===== config.mk =====
export PLATFORM = sky130hd
export DESIGN_NAME = bypass_scoreboard_flat
export DESIGN_NICKNAME = d
export VERILOG_FILES = /design/src/rtl/bypass_scoreboard_pkg.sv /design/src/rtl/bypass_scoreboard_if.sv /design/src/rtl/bypass_scoreboard_mux.sv /design/src/rtl/bypass_scoreboard.sv /design/src/flat_wrapper.sv
export SDC_FILE = /design/constraint.sdc
export NUM_CORES = 1
export LEC_CHECK = 0
export BUFFER_PORTS_ARGS = -buffer_cell sky130_fd_sc_hd__buf_4
export CAP_MARGIN = 15
export CORE_AREA = 3 3 81 83
export DETAILED_ROUTE_END_ITERATION = 12
export DIE_AREA = 0 0 84 86
export PLACE_DENSITY_LB_ADDON = 0.05
export SLEW_MARGIN = 30
export SYNTH_ARGS = -nofsm -noshare
export SYNTH_HDL_FRONTEND = slang
export SYNTH_SLANG_ARGS = --single-unit

===== constraint.sdc =====
create_clock -name clk -period 3 [get_ports clk]
set_input_delay 0 -clock clk [delete_from_list [all_inputs] [get_ports clk]]
set_output_delay 0 -clock clk [all_outputs]
set_load 0.02 [all_outputs]

===== src/rtl/bypass_scoreboard_pkg.sv =====
// Shared types and constants for the bypass scoreboard (forwarding / load-use interlock unit).
// Tag value RNONE (register $zero) marks "no read" / "no write" and is never forwarded.
package bypass_scoreboard_pkg;

  localparam int unsigned RNONE     = 0;
  localparam int unsigned DefaultDw = 32;
  localparam int unsigned DefaultRw = 5;

  // Stage indices in the in-flight chain; stages beyond W are extra writeback slots.
  localparam int unsigned StageE = 0;
  localparam int unsigned StageM = 1;
  localparam int unsigned StageW = 2;

  // Per-port lookup result produced by the priority mux.
  typedef struct packed {
    logic hit;       // some in-flight entry matches the source tag
    logic loadUse;   // youngest match is the E entry and it is a load
    logic youngHit;  // youngest match has not yet reached the oldest stage
  } muxHit_t;

endpackage


===== src/rtl/bypass_scoreboard_if.sv =====
// Decode-side bundle of the bypass scoreboard: decode request, live stage data and operand results.
// master = pipeline/decode side, slave = scoreboard.
interface bypass_scoreboard_if #(
  parameter int unsigned NPORTS = 2,
  parameter int unsigned DW     = 32,
  parameter int unsigned RW     = 5
);

  logic                 freeze;
  logic                 flush;
  logic                 d_valid;
  logic [RW-1:0]        d_dst;
  logic                 d_is_load;
  logic [NPORTS*RW-1:0] d_src;
  logic [NPORTS*DW-1:0] d_rval;
  logic [DW-1:0]        e_val;
  logic [DW-1:0]        m_ldval;
  logic [NPORTS*DW-1:0] d_val;
  logic                 stall;

  modport master (
    output freeze, flush, d_valid, d_dst, d_is_load, d_src, d_rval, e_val, m_ldval,
    input  d_val, stall
  );

  modport slave (
    input  freeze, flush, d_valid, d_dst, d_is_load, d_src, d_rval, e_val, m_ldval,
    output d_val, stall
  );

endinterface


===== src/rtl/bypass_scoreboard_mux.sv =====
// Per-port priority select over the in-flight chain: youngest matching entry wins.
// Returns hit / load-use / not-yet-retired flags plus the matching stage value.
module bypass_scoreboard_mux
  import bypass_scoreboard_pkg::*;
#(
  parameter int unsigned DEPTH = 3,
  parameter int unsigned DW    = DefaultDw,
  parameter int unsigned RW    = DefaultRw
) (
  input  logic [RW-1:0]    src,
  input  logic [DEPTH-1:0] vld,
  input  logic [RW-1:0]    dst  [DEPTH],
  input  logic             eLd,
  input  logic [DW-1:0]    vals [DEPTH],
  output muxHit_t          res,
  output logic [DW-1:0]    val
);

  always_comb begin
    res = '0;
    val = '0;
    // Scan oldest to youngest so a younger match overrides any older duplicate.
    for (int k = int'(DEPTH) - 1; k >= 0; k--) begin
      if (src != RW'(RNONE) && vld[k] && dst[k] == src) begin
        res.hit      = 1'b1;
        res.loadUse  = (k == 0) && eLd;
        res.youngHit = (k != int'(DEPTH) - 1);
        val          = vals[k];
      end
    end
  end

endmodule


===== src/rtl/bypass_scoreboard.sv =====
// Operand-forwarding and load-use interlock unit: in-flight write chain (E, M, W, ...) plus
// per-port forwarding. Define FWD_BYPASS_EN for full forwarding; otherwise interlock-only.
module bypass_scoreboard
  import bypass_scoreboard_pkg::*;
#(
  parameter int unsigned NPORTS = 2,
  parameter int unsigned DEPTH  = 3,
  parameter int unsigned DW     = DefaultDw,
  parameter int unsigned RW     = DefaultRw
) (
  input logic                clk,
  input logic                rst,
  bypass_scoreboard_if.slave bus
);

  logic [DEPTH-1:0]            vld_q;
  logic [RW-1:0]               dst_q [DEPTH];
  logic                        ldE_q;
  logic [DW-1:0]               stageVal [DEPTH];
  muxHit_t [NPORTS-1:0]        portHit;
  logic [NPORTS-1:0]           hitVec;
  logic [NPORTS-1:0]           loadUseVec;
  logic [NPORTS-1:0]           youngVec;
  logic [NPORTS-1:0][DW-1:0]   fwdVal;
  logic                        stall;
  logic                        issue;
  logic                        unusedSig;

  assign issue     = bus.d_valid & ~stall & ~bus.flush;
  assign bus.stall = stall;

  always_ff @(posedge clk or posedge rst) begin
    if (rst) begin
      vld_q <= '0;
      ldE_q <= 1'b0;
      for (int k = 0; k < int'(DEPTH); k++) dst_q[k] <= '0;
    end else if (!bus.freeze) begin
      vld_q    <= {vld_q[DEPTH-2:0], issue};
      dst_q[0] <= bus.d_dst;
      for (int k = 1; k < int'(DEPTH); k++) dst_q[k] <= dst_q[k-1];
      ldE_q    <= bus.d_is_load;
    end
  end

  for (genvar p = 0; p < NPORTS; p++) begin : gPort
    bypass_scoreboard_mux #(
      .DEPTH (DEPTH),
      .DW    (DW),
      .RW    (RW)
    ) uMux (
      .src  (bus.d_src[p*RW +: RW]),
      .vld  (vld_q),
      .dst  (dst_q),
      .eLd  (ldE_q),
      .vals (stageVal),
      .res  (portHit[p]),
      .val  (fwdVal[p])
    );
    assign hitVec[p]     = portHit[p].hit;
    assign loadUseVec[p] = portHit[p].loadUse;
    assign youngVec[p]   = portHit[p].youngHit;
  end

`ifdef FWD_BYPASS_EN
  logic              ldM_q;
  logic [DW-1:0]     val_q [1:DEPTH-1];
  logic [DW-1:0]     mVal;

  // A load's data only exists live in M; it is captured as it moves into W.
  assign mVal = ldM_q ? bus.m_ldval : val_q[StageM];

  always_ff @(posedge clk or posedge rst) begin
    if (rst) begin
      ldM_q <= 1'b0;
      for (int k = 1; k < int'(DEPTH); k++) val_q[k] <= '0;
    end else if (!bus.freeze) begin
      ldM_q         <= ldE_q;
      val_q[StageM] <= bus.e_val;
      val_q[StageW] <= mVal;
      for (int k = 3; k < int'(DEPTH); k++) val_q[k] <= val_q[k-1];
    end
  end

  always_comb begin
    stageVal[StageE] = bus.e_val;
    stageVal[StageM] = mVal;
    for (int k = 2; k < int'(DEPTH); k++) stageVal[k] = val_q[k];
  end

  assign stall = |loadUseVec;

  always_comb begin
    bus.d_val = bus.d_rval;
    for (int p = 0; p < int'(NPORTS); p++) begin
      if (hitVec[p]) bus.d_val[p*DW +: DW] = fwdVal[p];
    end
  end

  assign unusedSig = ^youngVec;
`else
  // Interlock-only: wait until the writer reaches the oldest stage (register file written).
  always_comb begin
    for (int k = 0; k < int'(DEPTH); k++) stageVal[k] = '0;
  end

  assign stall     = |youngVec;
  assign bus.d_val = bus.d_rval;
  assign unusedSig = ^{hitVec, loadUseVec, fwdVal, bus.e_val, bus.m_ldval};
`endif

endmodule

===== src/flat_wrapper.sv =====
// flat-port wrapper written by rule: the top's interface ports become plain ports
module bypass_scoreboard_flat import bypass_scoreboard_pkg::*;
#(
  parameter int unsigned NPORTS = 2,
  parameter int unsigned DEPTH  = 3,
  parameter int unsigned DW     = DefaultDw,
  parameter int unsigned RW     = DefaultRw
)
  (clk, rst, bus_freeze, bus_flush, bus_d_valid, bus_d_dst, bus_d_is_load, bus_d_src, bus_d_rval, bus_e_val, bus_m_ldval, bus_d_val, bus_stall);
  bypass_scoreboard_if #(.NPORTS(NPORTS), .DW(DW), .RW(RW)) bus_i ();
  input logic clk;
  input logic rst;
  input wire logic [$bits(bus_i.freeze)-1:0] bus_freeze;
  input wire logic [$bits(bus_i.flush)-1:0] bus_flush;
  input wire logic [$bits(bus_i.d_valid)-1:0] bus_d_valid;
  input wire logic [$bits(bus_i.d_dst)-1:0] bus_d_dst;
  input wire logic [$bits(bus_i.d_is_load)-1:0] bus_d_is_load;
  input wire logic [$bits(bus_i.d_src)-1:0] bus_d_src;
  input wire logic [$bits(bus_i.d_rval)-1:0] bus_d_rval;
  input wire logic [$bits(bus_i.e_val)-1:0] bus_e_val;
  input wire logic [$bits(bus_i.m_ldval)-1:0] bus_m_ldval;
  output wire logic [$bits(bus_i.d_val)-1:0] bus_d_val;
  output wire logic [$bits(bus_i.stall)-1:0] bus_stall;
  assign bus_i.freeze = bus_freeze;
  assign bus_i.flush = bus_flush;
  assign bus_i.d_valid = bus_d_valid;
  assign bus_i.d_dst = bus_d_dst;
  assign bus_i.d_is_load = bus_d_is_load;
  assign bus_i.d_src = bus_d_src;
  assign bus_i.d_rval = bus_d_rval;
  assign bus_i.e_val = bus_e_val;
  assign bus_i.m_ldval = bus_m_ldval;
  assign bus_d_val = bus_i.d_val;
  assign bus_stall = bus_i.stall;
  bypass_scoreboard #(.NPORTS(NPORTS), .DEPTH(DEPTH), .DW(DW), .RW(RW)) u_core (.clk(clk), .rst(rst), .bus(bus_i));
endmodule

==> flow_metrics.env, run 1 <==
export IMPL_hold_path_class="in2out"
export IMPL_vias=655
export IMPL_status="finished, final reports clean"
export IMPL_clock_skew_ns=0.002003
export IMPL_drive_above_1_share_pct=41.76
export IMPL_start_util_pct=20.33
export IMPL_antenna_found_initial=0
export IMPL_sw_frac_of_total_pct=28.48
export IMPL_crit_slowest_cell="dfrtp_1"
export IMPL_num_antenna_cells=0
export IMPL_synth_cell_types=18
export IMPL_drv_cap=0
export IMPL_postSynth_asyncResetShare_pct=100.0
export IMPL_first_iter_violations=2
export IMPL_yosys_warnings=0
export IMPL_cts_buffer_depth=2
export IMPL_grt_pass1_wl_mm=4.712
export IMPL_multiInputGateArea_um2=414.1
export IMPL_power_ir_vdd_worst_mv=0.1136
export IMPL_grt_pass1_vias=778
export IMPL_clkLatencyLatePin_ns=0.24
export IMPL_ios=214
export IMPL_synth_fa_ha_area_share_pct=0
export IMPL_root_buffer="clkbuf_8"
export IMPL_r2r_start="u_core.dst_q[14]"
export IMPL_synth_mux_area_share_pct=10.29
export IMPL_path_cells="xor2_1, nor4_1, a32oi_1, o211ai_2, buf_4"
export IMPL_synth_seq_cells=12
export IMPL_avgSynthCellArea_um2=9.478
export IMPL_relSlewSlack_pct=65.14
export IMPL_postPlaceCellArea_um2=962.2
export IMPL_postLayoutCellArea_um2=1064
export IMPL_endpoint_kind="primary output"
export IMPL_drt_wl_total_mm=3.107
export IMPL_yosysTopAreaCell="buf_4"
export IMPL_fin_nets=242
export IMPL_setup_viol=0
export IMPL_yosys_cell_count_top_type="buf_4"
export IMPL_cts_sinks=12
export IMPL_combPwrFrac_pct=22.2
export IMPL_ys_dominant_reg_cell="dfrtp_1"
export IMPL_min_period_over_period_pct=59.66
export IMPL_crit_family="flip-flops"
export IMPL_fill_cells=657
export IMPL_synth_top_family_by_area="buffers and inverters"
export IMPL_cpPeakStageDelay_ns=0.44
export IMPL_place_gp_congestion=0.6304
export IMPL_synth_simple_gate_area_share_pct=7.069
export IMPL_synth_cells=127
export IMPL_seqCellArea_um2=300.3
export IMPL_crit_fanout=4
export IMPL_start_kind="register"
export IMPL_areaGrowthSynthToFinish_pct=-11.64
export IMPL_power_density_nw_per_um2=439.2
export IMPL_cellLeakagePower_nw=0.4448
export IMPL_wl_per_cell_um=18.72
export IMPL_grt_ovfl_total=0
export IMPL_holdCritStartpoint="bus_d_rval[16]"
export IMPL_row_count=28
export IMPL_synth_compound_area_share_pct=2.495
export IMPL_syn_num_nets=276
export IMPL_die_x_um=84
export IMPL_clk_pin_slew_ns=0.06
export IMPL_ant_nets=0
export IMPL_drc=0
export IMPL_clkPwrFrac_pct=32.8
export IMPL_synth_area_leaders="buf_4 40%, dfrtp_1 25%, xor2_1 12%"
export IMPL_setup_tns_final_ns=0
export IMPL_tightest_slew_ns=0.5223
export IMPL_portBuffers=20
export IMPL_min_period_ns=1.790
export IMPL_criticalPathCategory="reg2out"
export IMPL_grt_usage_pct=8.813
export IMPL_cp_arrival_ns=1.79
export IMPL_seq_power_share_pct=45.0
export IMPL_startpoint="u_core.dst_q[14]"
export IMPL_die_area_um2=7224
export IMPL_yosysSeqAreaShare_pct=24.95
export IMPL_hold_viol_final=0
export IMPL_via_per_inst=3.946
export IMPL_p_total_uw=467.1
export IMPL_intPower_uw=334.1
export IMPL_fin_util_pct=17.96
export IMPL_crit_buf_inv=1
export IMPL_netlist_area_leader_share_pct=39.92
export IMPL_dr_pass1_iters=2
export IMPL_fmax_ghz=0.5587
export IMPL_synth_common_cells="64 x buf_4, 16 x xor2_1, 12 x dfrtp_1"
export IMPL_coreArea_um2=5921
export IMPL_slew_violations=0
export IMPL_grt_setup_unrepaired="false"
export IMPL_synth_xor_area_share_pct=14.55
export IMPL_synth_edf_count=0
export IMPL_netlist_area_um2=1204
export IMPL_power_switching_uw=133.0
export IMPL_critical_path_required_ns=3.00
export IMPL_cts_inserted_buffers=3
export IMPL_cts_tree="built"
export IMPL_die_h_um=86
export IMPL_h_tree_depth=1
export IMPL_cts_resized=0
export IMPL_grt_start_max_net_pins=14
-- per-stage QoR --
step                      hold slack [ns]  setup WS [ns]  cells
after floorplan                   -0.1353          1.526    127
after global placement          0.0001367          1.433    157
after detailed placement        0.0001367          1.406    157
after CTS                       0.0001367          1.156    166
after global routing           0.00003112          1.102    166
final                         0.000007791          1.210    166
-- layout by cell type, fill, tap and decap left out --
cell type      instances
inv_1                  1
nand2_1                3
xnor2_1                4
nand4_1                2
nor3_1                 1
mux2_2                11
dfrtp_1               12
nor2_2                 1
a32oi_1                1
clkbuf_8               3
xor2_1                16
nor4_1                 4
o21ai_2                1
dlygate4sd3_1          6
o211ai_2               1
and2_1                 1
buf_4                 20
nor2_1                 2
or4_4                  1
-- final cells by class --
cell class	instances	area share, %
multi-input combinational	49	38.94
sequential	12	28.24
tap	75	8.824
timing repair buffer	26	19.76
inverter	1	0.3529
clock buffer	3	3.882
-- routing by layer --
metal / global-route usage, % / share of wire [%]
met5: 0 / 0
met4: 8.333 / 8.7
met3: 5.860 / 16
met2: 12.15 / 41
met1: 8.844 / 34
-- power by group through the flow --
| stage | logic [mW] | registers, mW | clock network (mW) |
|---|---|---|---|
| 3_3_place_gp | 0.0989 | 0.215 | 0 |
| 2_1_floorplan | 0.188 | 0.202 | 0 |
| 6_report | 0.104 | 0.210 | 0.153 |
| 5_1_grt | 0.117 | 0.214 | 0.165 |
| 4_1_cts | 0.106 | 0.211 | 0.159 |
| 3_5_place_dp | 0.0998 | 0.215 | 0 |
-- repair_timing --
item | CTS | global route
setup endpoints to repair | 0 | 0
endpoints found under the hold margin | 17 | 0
buffers inserted | 0 | 0
hold buffers | 6 | 0
-- path summary, 6_finish.rpt --
kind	end	slack, ns	depth (start not counted)
max reg2reg	u_core.vld_q[0]	1.44	5
max in group asynchronous	u_core.dst_q[13]	2.30	3
max	bus_stall	1.21	5
min	bus_d_val[16]	0.000008	0
min in group asynchronous	u_core.dst_q[14]	0.35	3
min reg2reg	u_core.vld_q[1]	0.56	1
-- cells by family (layout without fill, tap and decap cells) --
family / count (synthesis) / count (layout)
buffers and inverters: 66 / 30
xor gates and xnor gates: 20 / 20
and+or+nand+nor: 15 / 15
DFF: 12 / 12
muxes: 11 / 11
AOI/OAI and AO/OA: 3 / 3
-- worst register-to-register path, cell delays in order (launching register included) --
cell and delay, ns:
dfrtp_1 0.44, xor2_1 0.20, nor4_1 0.34, a32oi_1 0.18
o211ai_2 0.21, o21ai_2 0.08
-- sequential cells by signal, indices dropped and copies added, names as in the netlist --
signal	count
u_core.vld_q	2
u_core.dst_q	10
Power figures use the tool's default switching activity.
==> run 2: changes to the inputs <==
ABC_AREA = 1   (was not set)
CORE_AREA = 3 3 82 84   (was 3 3 81 83)
DIE_AREA = 0 0 85 87   (was 0 0 84 86)
clock period = 1.51 ns   (was 3 ns; I/O delays follow)
==> run 2 against run 1 <==
  * Worst hold slack is essentially flat
  * Utilization grew 1.6 points
  * Highest routed layer unchanged
  * Synthesized cell count grew 63%
  * Sequential power grew 88%
  * Total power grew 100%
  * Die area grew 2.4%
  * Sequential share of layout area shrank 2.3 points
  * Final cell count grew 47%
==> flow_metrics.env, run 2 <==
export IMPL_status="finished, final reports clean"
export IMPL_power_ir_vdd_worst_mv=0.2421
export IMPL_whs_ns=0.000006501
export IMPL_synth_cell_types=13
export IMPL_start_util_pct=21.91
export IMPL_endpoint_kind="primary output"
export IMPL_place_gp_congestion=0.7235
export IMPL_min_period_ns=1.400
export IMPL_top_regs="u_core.dst_q x10, u_core.vld_q x2"
export IMPL_coreArea_um2=5991
export IMPL_netlist_area_um2=1313
export IMPL_ios=214
export IMPL_hold_path_class="in2out"
export IMPL_wl_per_cell_um=14.25
export IMPL_avgSynthCellArea_um2=6.341
export IMPL_cts_tree="built"
export IMPL_clk_pin_slew_ns=0.06
export IMPL_cts_inserted_buffers=3
export IMPL_synth_edf_count=0
export IMPL_cts_buffer_depth=2
export IMPL_fin_util_pct=19.55
export IMPL_slew_violations=0
export IMPL_grt_ovfl_total=0
export IMPL_die_area_um2=7395
export IMPL_portBuffers=20
export IMPL_synth_area_leaders="buf_4 37%, dfrtp_1 23%, nand2_1 18%"
export IMPL_fmax_ghz=0.7142
export IMPL_rrSetupSlack_ns=0.33
export IMPL_postPlaceCellArea_um2=1066
export IMPL_num_antenna_cells=0
export IMPL_seqCellArea_um2=304.0
export IMPL_antenna_found_initial=0
export IMPL_cp_arrival_ns=1.40
export IMPL_row_count=28
export IMPL_cts_setup_buffers=0
export IMPL_ys_dominant_reg_cell="dfrtp_1"
export IMPL_cts_sinks=12
export IMPL_hold_depth=0
export IMPL_setup_tns_final_ns=0
export IMPL_clock_skew_ns=0.0007299
export IMPL_postLayoutCellArea_um2=1171
export IMPL_yosysTopAreaCell="buf_4"
export IMPL_clkLatencyLatePin_ns=0.24
export IMPL_holdCritStartpoint="bus_d_rval[42]"
export IMPL_via_per_inst=4.020
export IMPL_drive_above_1_share_pct=21.89
export IMPL_final_cell_mix="62 x nand2_1, 20 x buf_4, 19 x nor2_1"
export IMPL_criticalPathCategory="reg2out"
export IMPL_power_switching_uw=308.0
export IMPL_use_met2_pct=15.61
export IMPL_hold_viol_final=0
export IMPL_combPwrFrac_pct=24.8
export IMPL_drt_wl_total_mm=3.476
export IMPL_drc=0
export IMPL_areaGrowthSynthToFinish_pct=-10.77
export IMPL_netlist_area_leader_share_pct=36.61
export IMPL_intPower_uw=634.8
export IMPL_clkPwrFrac_pct=33.3
export IMPL_grt_pass1_vias=987
export IMPL_first_iter_violations=25
export IMPL_postSynth_asyncResetShare_pct=100.0
export IMPL_final_common_cell="nand2_1"
export IMPL_root_buffer="clkbuf_8"
export IMPL_grt_setup_unrepaired="false"
export IMPL_dp_hpwl_mm=2.876
export IMPL_cellLeakagePower_nw=0.6365
export IMPL_sw_frac_of_total_pct=32.67
export IMPL_start_kind="register"
export IMPL_yosys_warnings=0
export IMPL_relSlewSlack_pct=64.56
export IMPL_reg2regPathDepth=9
export IMPL_fill_cells=703
export IMPL_largest_register_ffs=10
export IMPL_h_tree_depth=1
export IMPL_hold_path_end="bus_d_val[42]"
export IMPL_die_x_um=85
export IMPL_vias=981
export IMPL_power_density_nw_per_um2=805.0
export IMPL_min_period_over_period_pct=92.73
export IMPL_yosysSeqAreaShare_pct=22.88
export IMPL_crit_fanout=4
export IMPL_setup_viol=0
export IMPL_seq_power_share_pct=41.9
export IMPL_met1_usage_pct=10.76
export IMPL_dr_pass1_iters=4
export IMPL_busiest_layer="met2"
export IMPL_die_h_um=87
export IMPL_reg2reg_to="u_core.vld_q[0]"
export IMPL_grt_usage_pct=9.513
export IMPL_synth_cells=207
export IMPL_synth_common_cells="64 x buf_4, 64 x nand2_1, 21 x nor2_1"
export IMPL_tightest_slew_ns=0.5310
export IMPL_drv_cap=0
export IMPL_critical_path_required_ns=1.51
export IMPL_largest_register="u_core.dst_q"
export IMPL_r2r_start="u_core.dst_q[8]"
export IMPL_grt_pass1_wl_mm=5.361
export IMPL_synth_seq_cells=12
export IMPL_multiInputGateArea_um2=452.9
export IMPL_met3_usage_pct=3.027
export IMPL_ant_nets=0
export IMPL_grt_start_max_net_pins=24
export IMPL_fin_nets=320
export IMPL_syn_num_nets=356
-- run 2: changes by cell type after synthesis, moves of 3 or more --
cell | previous run | this run
nor4_1 | 4 | 0
xnor2_1 | 4 | 0
nand3_1 | 0 | 7
a21oi_1 | 0 | 5
inv_2 | 0 | 3
nor2_1 | 2 | 21
xor2_1 | 16 | 0
inv_1 | 1 | 18
mux2_2 | 11 | 1
nand2_1 | 3 | 64
o21ai_0 | 0 | 7
-- run 2: area by class of cell --
type | instances | area share (%)
Clock buffer | 3 | 3.526
Timing Repair Buffer | 25 | 17.09
Tap cell | 75 | 8.013
Sequential cell | 12 | 25.96
Inverter | 21 | 6.731
Multi-Input combinational cell | 108 | 38.68
-- run 2: worst max path at each step --
stage,startpoint,end,slack (ns),cells past startpoint
after global routing,u_core.dst_q[8],bus_stall,0.008,9
after floorplan,u_core.dst_q[13],u_core.vld_q[0],0.51,8
final,u_core.dst_q[8],bus_stall,0.11,9
after global placement,u_core.dst_q[5],u_core.vld_q[0],0.30,9
after detailed placement,u_core.dst_q[5],u_core.vld_q[0],0.31,9
after CTS,u_core.dst_q[10],bus_stall,0.07,9
-- run 2: worst max-delay path: stages (launching register included) --
cell,delay (ns)
dfrtp_1,0.39
inv_1,0.07
nand2_1,0.06
nand2_1,0.07
nor2_1,0.12
nand3_1,0.09
nand2_1,0.08
nand2_2,0.07
nand2_1,0.06
buf_4,0.13
-- run 2: routing by layer --
| layer | vias up | wire (um) |
|---|---|---|
| met3 | 26 | 315 |
| met5 | - | 0 |
| met2 | 49 | 1646 |
| met1 | 422 | 1389 |
| li1 | 484 | - |
| met4 | 0 | 125 |
-- run 2: through the flow --
stage               std cells  power (mW)  setup slack (ns)
finish                    244      0.9428            0.1098
global route              244       1.015          0.007724
CTS                       244      0.9531           0.06959
detailed placement        236      0.6218            0.3121
global placement          236      0.6205            0.3040
floorplan                 207      0.7672            0.5149
-- run 2: kinds of logic (layout without fill, tap and decap cells) --
| family | count (synthesis) | after routing | share of synthesized area [%] |
|---|---|---|---|
| AND/OR/NAND/NOR | 95 | 95 | 28.31 |
| buffers and inverters | 87 | 49 | 43.37 |
| flip-flops | 12 | 12 | 22.88 |
| AO/OA/AOI/OAI | 12 | 12 | 4.575 |
| multiplexers | 1 | 1 | 0.8579 |
-- run 2: power by group through the flow --
stage | Combinational (mW) | Clock, mW | Sequential (mW)
final | 0.234 | 0.314 | 0.395
after CTS | 0.234 | 0.326 | 0.393
after floorplan | 0.384 | 0 | 0.384
after detailed placement | 0.223 | 0 | 0.399
after global placement | 0.221 | 0 | 0.399
after global routing | 0.274 | 0.340 | 0.402
-- run 2: what timing repair did --
item,CTS,global route
resized for setup,0,10
endpoints found under the setup margin,0,1
hold buffers,5,0
endpoints found under the hold margin,16,0
